**src/rtl/food_spawner.sv**
```systemverilog
// rtl/food_spawner.sv - food cell generator with LFSR draw, occupancy query and raster-scan fallback (optional SPAWN_STATS_EN)
`timescale 1ns/1ps

module food_spawner #(
   parameter int          X_W       = 6,
   parameter int          Y_W       = 5,
   parameter int          GRID_W    = 35,
   parameter int          GRID_H    = 25,
   parameter int          TICK_DIV  = 250000,
   parameter int          MAX_TRIES = 15,
   parameter logic [15:0] LFSR_SEED = 16'hACE1,
   parameter int          INIT_X    = 24,
   parameter int          INIT_Y    = 10
) (
   input  logic           clk,
   input  logic           rst,
   input  logic [X_W-1:0] head_x,
   input  logic [Y_W-1:0] head_y,
   output logic [X_W-1:0] occ_query_x,
   output logic [Y_W-1:0] occ_query_y,
   output logic           occ_query_vld,
   input  logic           occ_hit,
   output logic [X_W-1:0] apple_x,
   output logic [Y_W-1:0] apple_y,
   output logic           apple_valid,
   output logic           add_cube,
`ifdef SPAWN_STATS_EN
   output logic [15:0]    eaten_cnt,
`endif
   output logic           spawn_fail
);

   localparam int TW  = (TICK_DIV > 1) ? $clog2(TICK_DIV) : 1;
   localparam int TRW = (MAX_TRIES > 0) ? $clog2(MAX_TRIES + 1) : 1;

   localparam logic [X_W:0]   GW_LIM  = (X_W+1)'(GRID_W);
   localparam logic [Y_W:0]   GH_LIM  = (Y_W+1)'(GRID_H);
   localparam logic [X_W-1:0] LAST_X  = X_W'(GRID_W - 1);
   localparam logic [Y_W-1:0] LAST_Y  = Y_W'(GRID_H - 1);
   localparam logic [TW-1:0]  TICK_LAST = TW'(TICK_DIV - 1);
   localparam logic [TRW-1:0] TRY_LIM = TRW'(MAX_TRIES);

   localparam logic [2:0] S_IDLE = 3'd0;
   localparam logic [2:0] S_DRAW = 3'd1;
   localparam logic [2:0] S_QRY  = 3'd2;
   localparam logic [2:0] S_WAIT = 3'd3;
   localparam logic [2:0] S_SCAN = 3'd4;

   logic [2:0]     state_q, state_d;
   logic [TW-1:0]  tick_cnt_q, tick_cnt_d;
   logic [15:0]    lfsr_q, lfsr_d;
   logic [TRW-1:0] tries_q, tries_d, tries_inc;
   logic           scan_mode_q, scan_mode_d;
   logic [X_W-1:0] scan_x_q, scan_x_d;
   logic [Y_W-1:0] scan_y_q, scan_y_d;
   logic [X_W-1:0] qx_q, qx_d;
   logic [Y_W-1:0] qy_q, qy_d;
   logic           qvld_q, qvld_d;
   logic [X_W-1:0] apple_x_q, apple_x_d;
   logic [Y_W-1:0] apple_y_q, apple_y_d;
   logic           apple_valid_q, apple_valid_d;
   logic           add_cube_q, add_cube_d;
   logic           spawn_fail_q, spawn_fail_d;

   logic           tick;
   logic [X_W-1:0] cand_x;
   logic [Y_W-1:0] cand_y;
   logic           cand_bad;
   logic           scan_last;
   logic           scan_on_head;

   assign tick         = (tick_cnt_q == TICK_LAST);
   assign cand_x       = lfsr_q[X_W-1:0];
   assign cand_y       = lfsr_q[X_W+Y_W-1:X_W];
   assign cand_bad     = ({1'b0, cand_x} >= GW_LIM) || ({1'b0, cand_y} >= GH_LIM) ||
                         ((cand_x == head_x) && (cand_y == head_y));
   assign tries_inc    = tries_q + TRW'(1);
   assign scan_last    = (scan_x_q == LAST_X) && (scan_y_q == LAST_Y);
   assign scan_on_head = (scan_x_q == head_x) && (scan_y_q == head_y);

   // Next-state logic: tick divider, LFSR and the eat/draw/query/scan sequencer
   always_comb begin
      state_d       = state_q;
      tick_cnt_d    = tick ? '0 : tick_cnt_q + TW'(1);
      lfsr_d        = {1'b0, lfsr_q[15:1]} ^ (lfsr_q[0] ? 16'hB400 : 16'h0000);
      tries_d       = tries_q;
      scan_mode_d   = scan_mode_q;
      scan_x_d      = scan_x_q;
      scan_y_d      = scan_y_q;
      qx_d          = qx_q;
      qy_d          = qy_q;
      qvld_d        = 1'b0;
      apple_x_d     = apple_x_q;
      apple_y_d     = apple_y_q;
      apple_valid_d = apple_valid_q;
      add_cube_d    = 1'b0;
      spawn_fail_d  = 1'b0;

      case (state_q)
         S_IDLE: begin
            if (tick && apple_valid_q && (head_x == apple_x_q) && (head_y == apple_y_q)) begin
               add_cube_d    = 1'b1;
               apple_valid_d = 1'b0;
               tries_d       = '0;
               scan_mode_d   = 1'b0;
               state_d       = S_DRAW;
            end
         end
         S_DRAW: begin
            if (tries_q >= TRY_LIM) begin
               scan_mode_d = 1'b1;
               scan_x_d    = '0;
               scan_y_d    = '0;
               state_d     = S_SCAN;
            end else if (cand_bad) begin
               tries_d = tries_inc;
               if (tries_inc >= TRY_LIM) begin
                  scan_mode_d = 1'b1;
                  scan_x_d    = '0;
                  scan_y_d    = '0;
                  state_d     = S_SCAN;
               end
            end else begin
               qx_d    = cand_x;
               qy_d    = cand_y;
               qvld_d  = 1'b1;
               state_d = S_QRY;
            end
         end
         // The query strobe is on the wires this cycle; the answer arrives next cycle.
         S_QRY: begin
            state_d = S_WAIT;
         end
         S_WAIT: begin
            if (!occ_hit) begin
               apple_x_d     = qx_q;
               apple_y_d     = qy_q;
               apple_valid_d = 1'b1;
               state_d       = S_IDLE;
            end else if (scan_mode_q) begin
               if (scan_last) begin
                  spawn_fail_d = 1'b1;
                  state_d      = S_IDLE;
               end else begin
                  scan_x_d = (scan_x_q == LAST_X) ? '0 : scan_x_q + X_W'(1);
                  scan_y_d = (scan_x_q == LAST_X) ? scan_y_q + Y_W'(1) : scan_y_q;
                  state_d  = S_SCAN;
               end
            end else begin
               tries_d = tries_inc;
               if (tries_inc >= TRY_LIM) begin
                  scan_mode_d = 1'b1;
                  scan_x_d    = '0;
                  scan_y_d    = '0;
                  state_d     = S_SCAN;
               end else begin
                  state_d = S_DRAW;
               end
            end
         end
         S_SCAN: begin
            if (scan_on_head) begin
               if (scan_last) begin
                  spawn_fail_d = 1'b1;
                  state_d      = S_IDLE;
               end else begin
                  scan_x_d = (scan_x_q == LAST_X) ? '0 : scan_x_q + X_W'(1);
                  scan_y_d = (scan_x_q == LAST_X) ? scan_y_q + Y_W'(1) : scan_y_q;
               end
            end else begin
               qx_d    = scan_x_q;
               qy_d    = scan_y_q;
               qvld_d  = 1'b1;
               state_d = S_QRY;
            end
         end
         default: begin
            state_d = S_IDLE;
         end
      endcase
   end

   // State registers; reset aborts any spawn in progress and restores the initial apple
   always_ff @(posedge clk or negedge rst) begin
      if (!rst) begin
         state_q       <= S_IDLE;
         tick_cnt_q    <= '0;
         lfsr_q        <= LFSR_SEED;
         tries_q       <= '0;
         scan_mode_q   <= 1'b0;
         scan_x_q      <= '0;
         scan_y_q      <= '0;
         qx_q          <= '0;
         qy_q          <= '0;
         qvld_q        <= 1'b0;
         apple_x_q     <= X_W'(INIT_X);
         apple_y_q     <= Y_W'(INIT_Y);
         apple_valid_q <= 1'b1;
         add_cube_q    <= 1'b0;
         spawn_fail_q  <= 1'b0;
      end else begin
         state_q       <= state_d;
         tick_cnt_q    <= tick_cnt_d;
         lfsr_q        <= lfsr_d;
         tries_q       <= tries_d;
         scan_mode_q   <= scan_mode_d;
         scan_x_q      <= scan_x_d;
         scan_y_q      <= scan_y_d;
         qx_q          <= qx_d;
         qy_q          <= qy_d;
         qvld_q        <= qvld_d;
         apple_x_q     <= apple_x_d;
         apple_y_q     <= apple_y_d;
         apple_valid_q <= apple_valid_d;
         add_cube_q    <= add_cube_d;
         spawn_fail_q  <= spawn_fail_d;
      end
   end

`ifdef SPAWN_STATS_EN
   logic [15:0] eaten_cnt_q;
   logic        scan_spawn_q;
   logic        scan_accept;

   assign scan_accept = (state_q == S_WAIT) && !occ_hit && scan_mode_q;

   // Saturating eat counter plus a sticky marker for apples placed by the raster scan
   always_ff @(posedge clk or negedge rst) begin
      if (!rst) begin
         eaten_cnt_q  <= '0;
         scan_spawn_q <= 1'b0;
      end else begin
         if (add_cube_d && (eaten_cnt_q != 16'hFFFF)) begin
            eaten_cnt_q <= eaten_cnt_q + 16'd1;
         end
         if (scan_accept) begin
            scan_spawn_q <= 1'b1;
         end
      end
   end

   assign eaten_cnt = eaten_cnt_q;
`endif

   assign occ_query_x   = qx_q;
   assign occ_query_y   = qy_q;
   assign occ_query_vld = qvld_q;
   assign apple_x       = apple_x_q;
   assign apple_y       = apple_y_q;
   assign apple_valid   = apple_valid_q;
   assign add_cube      = add_cube_q;
   assign spawn_fail    = spawn_fail_q;

endmodule
```
**config.mk**
```make
export PLATFORM = sky130hd
export DESIGN_NAME = food_spawner
export DESIGN_NICKNAME = d
export VERILOG_FILES = /design/src/rtl/food_spawner.sv
export SDC_FILE = /design/constraint.sdc
export NUM_CORES = 1
export LEC_CHECK = 0
export BUFFER_PORTS_ARGS = -buffer_cell sky130_fd_sc_hd__buf_2
export CAP_MARGIN = 25
export CELL_PAD_IN_SITES_DETAIL_PLACEMENT = 1
export CELL_PAD_IN_SITES_GLOBAL_PLACEMENT = 1
export CORE_MARGIN = 3
export CORE_UTILIZATION = 40
export CTS_BUF_LIST = sky130_fd_sc_hd__clkbuf_4 sky130_fd_sc_hd__clkbuf_8
export DETAILED_ROUTE_END_ITERATION = 6
export PLACE_DENSITY_LB_ADDON = 0.1
export SLEW_MARGIN = 20
export SYNTH_ARGS = -nofsm -noshare
export SYNTH_HDL_FRONTEND = slang
export SYNTH_SLANG_ARGS = --single-unit
```
**constraint.sdc**
```tcl
create_clock -name clk -period 3.27 [get_ports clk]
set_input_delay 0.981 -clock clk [delete_from_list [all_inputs] [get_ports clk]]
set_output_delay 0.981 -clock clk [all_outputs]
set_load 0.02 [all_outputs]
```
Yosys cells after proc, flatten, opt, wreduce, memory -nomap -nowiden
Index checks and enable logic that the tools add are counted.
- register bits: 79
- latch bits: 0
- bits in writable memories: 0
- ROM bits: 0
- input port bits: 14
- logic and storage cells: 137
- memories: 0
- $add $sub $neg: 4
- multipliers: 0
- divide/modulo/power cells: 0
- order comparisons: 4
- eq/ne operators: 26
- shift-type cells: 0
- muxes and demuxes: 66
- bitwise gates (word level): 2
- reductions and logical operators: 20
- operator list (kind ; number):
    6-bit two-way mux ; 11
    5-bit two-way mux ; 11
    3-bit two-way mux ; 10
    4-bit two-way mux ; 5
    18-bit by 1-bit adder with 18-bit output, second input constant ; 1
    18-bit == test, second input constant ; 1
    6-bit == test ; 3
    18-bit two-way mux ; 1
    2-bit inequality test, second input constant ; 9
    6-bit one-hot mux with 3 select lines ; 1
    1-bit two-way mux ; 17
    16-bit two-way mux ; 1
    15-bit by 16-bit XOR with 16-bit output ; 1
    5-bit == test ; 3
    3-bit one-hot mux with 5 select lines ; 1
    5-bit one-hot mux with 3 select lines ; 1
    4-bit one-hot mux with 3 select lines ; 1
    6-bit one-hot mux with 2 select lines ; 1
    5-bit one-hot mux with 2 select lines ; 1
    3-bit inequality test, second input constant ; 3
    4-bit >= comparator, second input constant ; 2
    4-bit AND reduction ; 2
    6-bit by 1-bit adder with 6-bit output, second input constant ; 1
    3-bit by 2-bit == test with 1-bit output, second input constant ; 2
    21 further kinds ; 32

Longest topological paths before layout
- word-level depth: 6
- depth in mapped cells: 9
- depth with buffers taken out: 8

Least setup slack after synthesis
Ideal clock, no wire load.
- kind: input to register
- from: in head_x[5]
- to: reg scan_y_q[2]
- arrival: 2.388 ns
- data required time: 3.138 ns
- setup slack: 0.750 ns
- cell stages on the path: 7
- buffers on the path: 1
- cells stage by stage: xor2_1 > nor4_1 > nand3_1 > a32oi_2 > and3_1 > clkbuf_2 > a31oi_1
- longest elaborated chain between the ends: 5
- elaborated cells between the ends (all ways): 8
- those cells by class: eq/ne (4); reduce/logical (4)
- RTL lines (what ; line ; text):
    from (decl) ; 17 ; input logic [X_W-1:0] head_x,
    6-bit == test ; 76 ; ((cand_x == head_x) && (cand_y == head_y));
    1-bit logical AND ; 76 ;
    1-bit logical OR ; 75 ; assign cand_bad = ({1'b0, cand_x} >= GW_LIM) || ({1'b0, cand_y} >= GH_LIM) ||
    3-bit inequality test (no line) ; n/a ;
    4-bit AND reduction (no line) (*) ; n/a ;
    to (signal assigned) ; 208 ; scan_y_q <= scan_y_d;
    to (decl) ; 55 ; logic [Y_W-1:0] scan_y_q, scan_y_d;
Every way passes the cells marked *; elsewhere a longest branch is shown, timed or not.
A chain may end at the register's enable or synchronous reset.

Worst setup path in the final report
- from: in head_x[0]
- to: reg scan_x_q[1]
- longest elaborated chain between the ends: 5
- elaborated cells between the ends (all ways): 8
- those cells by class: eq/ne (4); reduce/logical (4)
- RTL lines (what ; line ; text):
    6-bit == test ; 76 ;
    1-bit logical AND ; 76 ;
    1-bit logical OR ; 75 ;
    3-bit inequality test (no line) ; n/a ;
    4-bit AND reduction (no line) (*) ; n/a ;
    to (signal assigned) ; 207 ; scan_x_q <= scan_x_d;
    to (decl) ; 54 ; logic [X_W-1:0] scan_x_q, scan_x_d;
Marked as above.

==> impl_metrics.env <==
export IMPL_worst_pin_slew_ns=0.775
export IMPL_dpl_worst_slack_ns=0.359
export IMPL_p_total_uw=2780
export IMPL_max_clock_freq_mhz=382
export IMPL_fin_ws_ns=0.653
export IMPL_synth_top_family_by_area="simple AND/OR/NAND/NOR gates"
export IMPL_drive_gt1_share_pct=21.9
export IMPL_synthAdderAreaFrac_pct=2.19
export IMPL_remaining_drc_errors=0
export IMPL_die_w_um=106
export IMPL_slowest_delay_ns=0.42
export IMPL_diodes=0
export IMPL_drv_cap=0
export IMPL_netlist_area_leader_share_pct=41.3
export IMPL_gp_congestion=0.793
export IMPL_drt_pre_antenna_iters=4
export IMPL_antenna_found_initial=0
export IMPL_top_usage_layer="met2"
export IMPL_cts_buffers=9
export IMPL_nNetsFinal=446
export IMPL_dp_cells=543
export IMPL_grt_util_met2_pct=30.5
export IMPL_area_delta_synth_final_pct=14.5
export IMPL_synth_compound_area_share_pct=11.4
export IMPL_finClkSkew_ns=0.0162
export IMPL_cts_repair_resized=0
export IMPL_hold_violations=0
export IMPL_dpl_instance_area_um2=4370
export IMPL_critical_path_class="in2reg"
export IMPL_yosys_area_top_type="dfrtp_1"
export IMPL_synth_most_common_cell="dfrtp_1"
export IMPL_run_status="complete, no violations"
export IMPL_synth_seq_area_share_pct=49.8
export IMPL_period_share_pct=80.0
export IMPL_ant_nets=0
export IMPL_grt_max_degree=80
export IMPL_cts_sinks=79
export IMPL_fin_crit_ns=2.62
export IMPL_grt_pass1_wl_mm=17.4
export IMPL_multiInputGateArea_um2=1920
export IMPL_boundaryPins=40
export IMPL_grt_overflow_total=0
export IMPL_vias=3078
export IMPL_hpwl_mm=7.66
export IMPL_relSlewSlack_pct=48.3
export IMPL_die_h_um=106
export IMPL_initial_core_util_pct=42.3
export IMPL_async_flop_share_pct=100
export IMPL_globalRouteTotalUtil_pct=19.6
export IMPL_ys_ff_latch=79
export IMPL_hold_buffers=0
export IMPL_cp_start_kind="input port"
export IMPL_grt_util_met3_pct=3.10
export IMPL_cts_tree="done"
export IMPL_fin_setup_tns_ns=0
export IMPL_powerDensity_nw_per_um2=607
export IMPL_synthSimpleGateAreaFrac_pct=16.4
export IMPL_synth_area_leaders="dfrtp_1 41%, dfstp_2 8.5%, xor2_1 8.1%"
export IMPL_rows=35
export IMPL_setup_viol=0
export IMPL_crit_required_ns=3.48
export IMPL_netlist_area_um2=4000
export IMPL_synth_xor_area_share_pct=11.6
export IMPL_coreArea_um2=9460
export IMPL_drv_slew=0
export IMPL_synth_edf_count=0
export IMPL_cp_arrival_ns=2.83
export IMPL_dieArea_um2=11200
export IMPL_n_fill_cell=1093
export IMPL_htreeDepth=3
export IMPL_syn_area_per_cell_um2=10.5
export IMPL_clk_pin_slew_ns=0.08
export IMPL_grt_setup_unrepaired="false"
export IMPL_vias_per_cell=5.51
export IMPL_register_area_um2=1990
export IMPL_fin_area_um2=4580
export IMPL_synthTopCellsByCount="66 x dfrtp_1, 37 x xor2_1, 30 x nand2_1"
export IMPL_yosysUniqueCellTypes=51
export IMPL_cp_max_fo=3
export IMPL_path_cells="buf_2 -> xor2_1 -> nor4_1 -> nand3_1 -> a311o_1 -> a221oi_1 -> o22ai_1"
export IMPL_yosys_warnings=0
export IMPL_ctsRootBufferMaster="clkbuf_8"
export IMPL_dr_first_iter_drc_count=87
export IMPL_critPathCaptureType="register"
export IMPL_syn_num_nets=402
export IMPL_netlist_instances=381
export IMPL_vdd_ir_drop_worst_mv=0.252
export IMPL_muxShareOfSynthArea_pct=6.35
export IMPL_leakagePower_uw=0.00216
export IMPL_cts_buffer_depth=2
export IMPL_slowest_stage="a311o_1"
export IMPL_min_path_type="reg2reg"
export IMPL_insertion_delay_ns=0.35
export IMPL_first_global_vias=3223
export IMPL_synth_flop_cell="dfrtp_1"
export IMPL_routed_wl_mm=10.3
export IMPL_wl_per_cell_um=18.4
export IMPL_instances_no_fill=559
export IMPL_io_buffers=39
export IMPL_globalRouteMet1Util_pct=28.6
export IMPL_post_cts_setup_buffer_count=0
==> worst paths after layout <==
| kind | cells after the start | endpoint | start | slack [ns] |
|---|---|---|---|---|
| min in group asynchronous | 2 | scan_y_q[4] | rst | 0.63 |
| max reg2reg | 6 | scan_x_q[1] | lfsr_q[0] | 0.84 |
| min reg2reg | 0 | lfsr_q[11] | lfsr_q[12] | 0.36 |
| max | 7 | scan_x_q[1] | head_x[0] | 0.65 |
| max in group asynchronous | 2 | lfsr_q[15] | rst | 2.25 |
| min | 0 | lfsr_q[11] | lfsr_q[12] | 0.36 |
==> report_power, final <==
part | switching (µW) | internal [µW] | total, µW
registers | 172 | 1080 | 1250
logic | 471 | 290 | 761
clock network | 372 | 394 | 766
total | 1010 | 1760 | 2780
==> worst max-delay path, delay by kind of cell <==
kind / cells / cell delay [ns]
compound gates: 3 / 0.92
simple gates: 2 / 0.64
xor+xnor: 1 / 0.15
buf+inv: 1 / 0.13
==> per-layer routing <==
layer	wire length, µm	up-vias
met3	390	7
met2	4870	54
met4	80	0
met1	4950	1577
met5	0	-
li1	-	1440
==> layout by cell type (no fill, tap or decap), types with 10 or more instances in the layout <==
cell type and n:
a21oi_1 12, and3_1 11, buf_2 38, clkbuf_8 10, dfrtp_1 66, dfstp_2 13
inv_1 12, mux2_2 11, mux2i_1 13, nand2_1 30, nand3_1 16, nor2_1 24
o21ai_0 23, xnor2_1 16, xor2_1 37
==> flip-flops by register name, summed over array words and instances (netlist names) <==
signal	flops
add_cube	1
apple_valid	1
apple_x	6
apple_y	5
lfsr_q	16
occ_query_vld	1
occ_query_x	6
occ_query_y	5
scan_mode_q	1
scan_x_q	6
scan_y_q	5
spawn_fail	1
state_q	3
tick_cnt_q	18
tries_q	4
==> stage by stage <==
step                util, %  hold WS (ns)
CTS                    48.4         0.369
global placement       46.2         0.336
floorplan                 -         0.333
detailed placement     46.2         0.351
global route           48.4         0.386
finish                 48.4         0.362
==> cell type report <==
| class | instances | area share (%) |
|---|---|---|
| flip-flops and latches | 79 | 43.5 |
| clock inverters | 4 | 1.17 |
| repair buffers | 45 | 5.57 |
| inverters | 12 | 0.983 |
| clock buffers | 12 | 3.33 |
| multi-input cells | 278 | 41.9 |
| well taps | 129 | 3.52 |
==> logic make-up (layout without fill, tap and decap cells) <==
| group | after synthesis | in the layout |
|---|---|---|
| xor+xnor | 53 | 53 |
| fa+ha+maj | 7 | 7 |
| compound gates | 70 | 70 |
| simple gates | 124 | 124 |
| mux | 24 | 24 |
| buf+inv | 24 | 73 |
| flops | 79 | 79 |
Note: power is estimated with default switching activity, not from simulation.
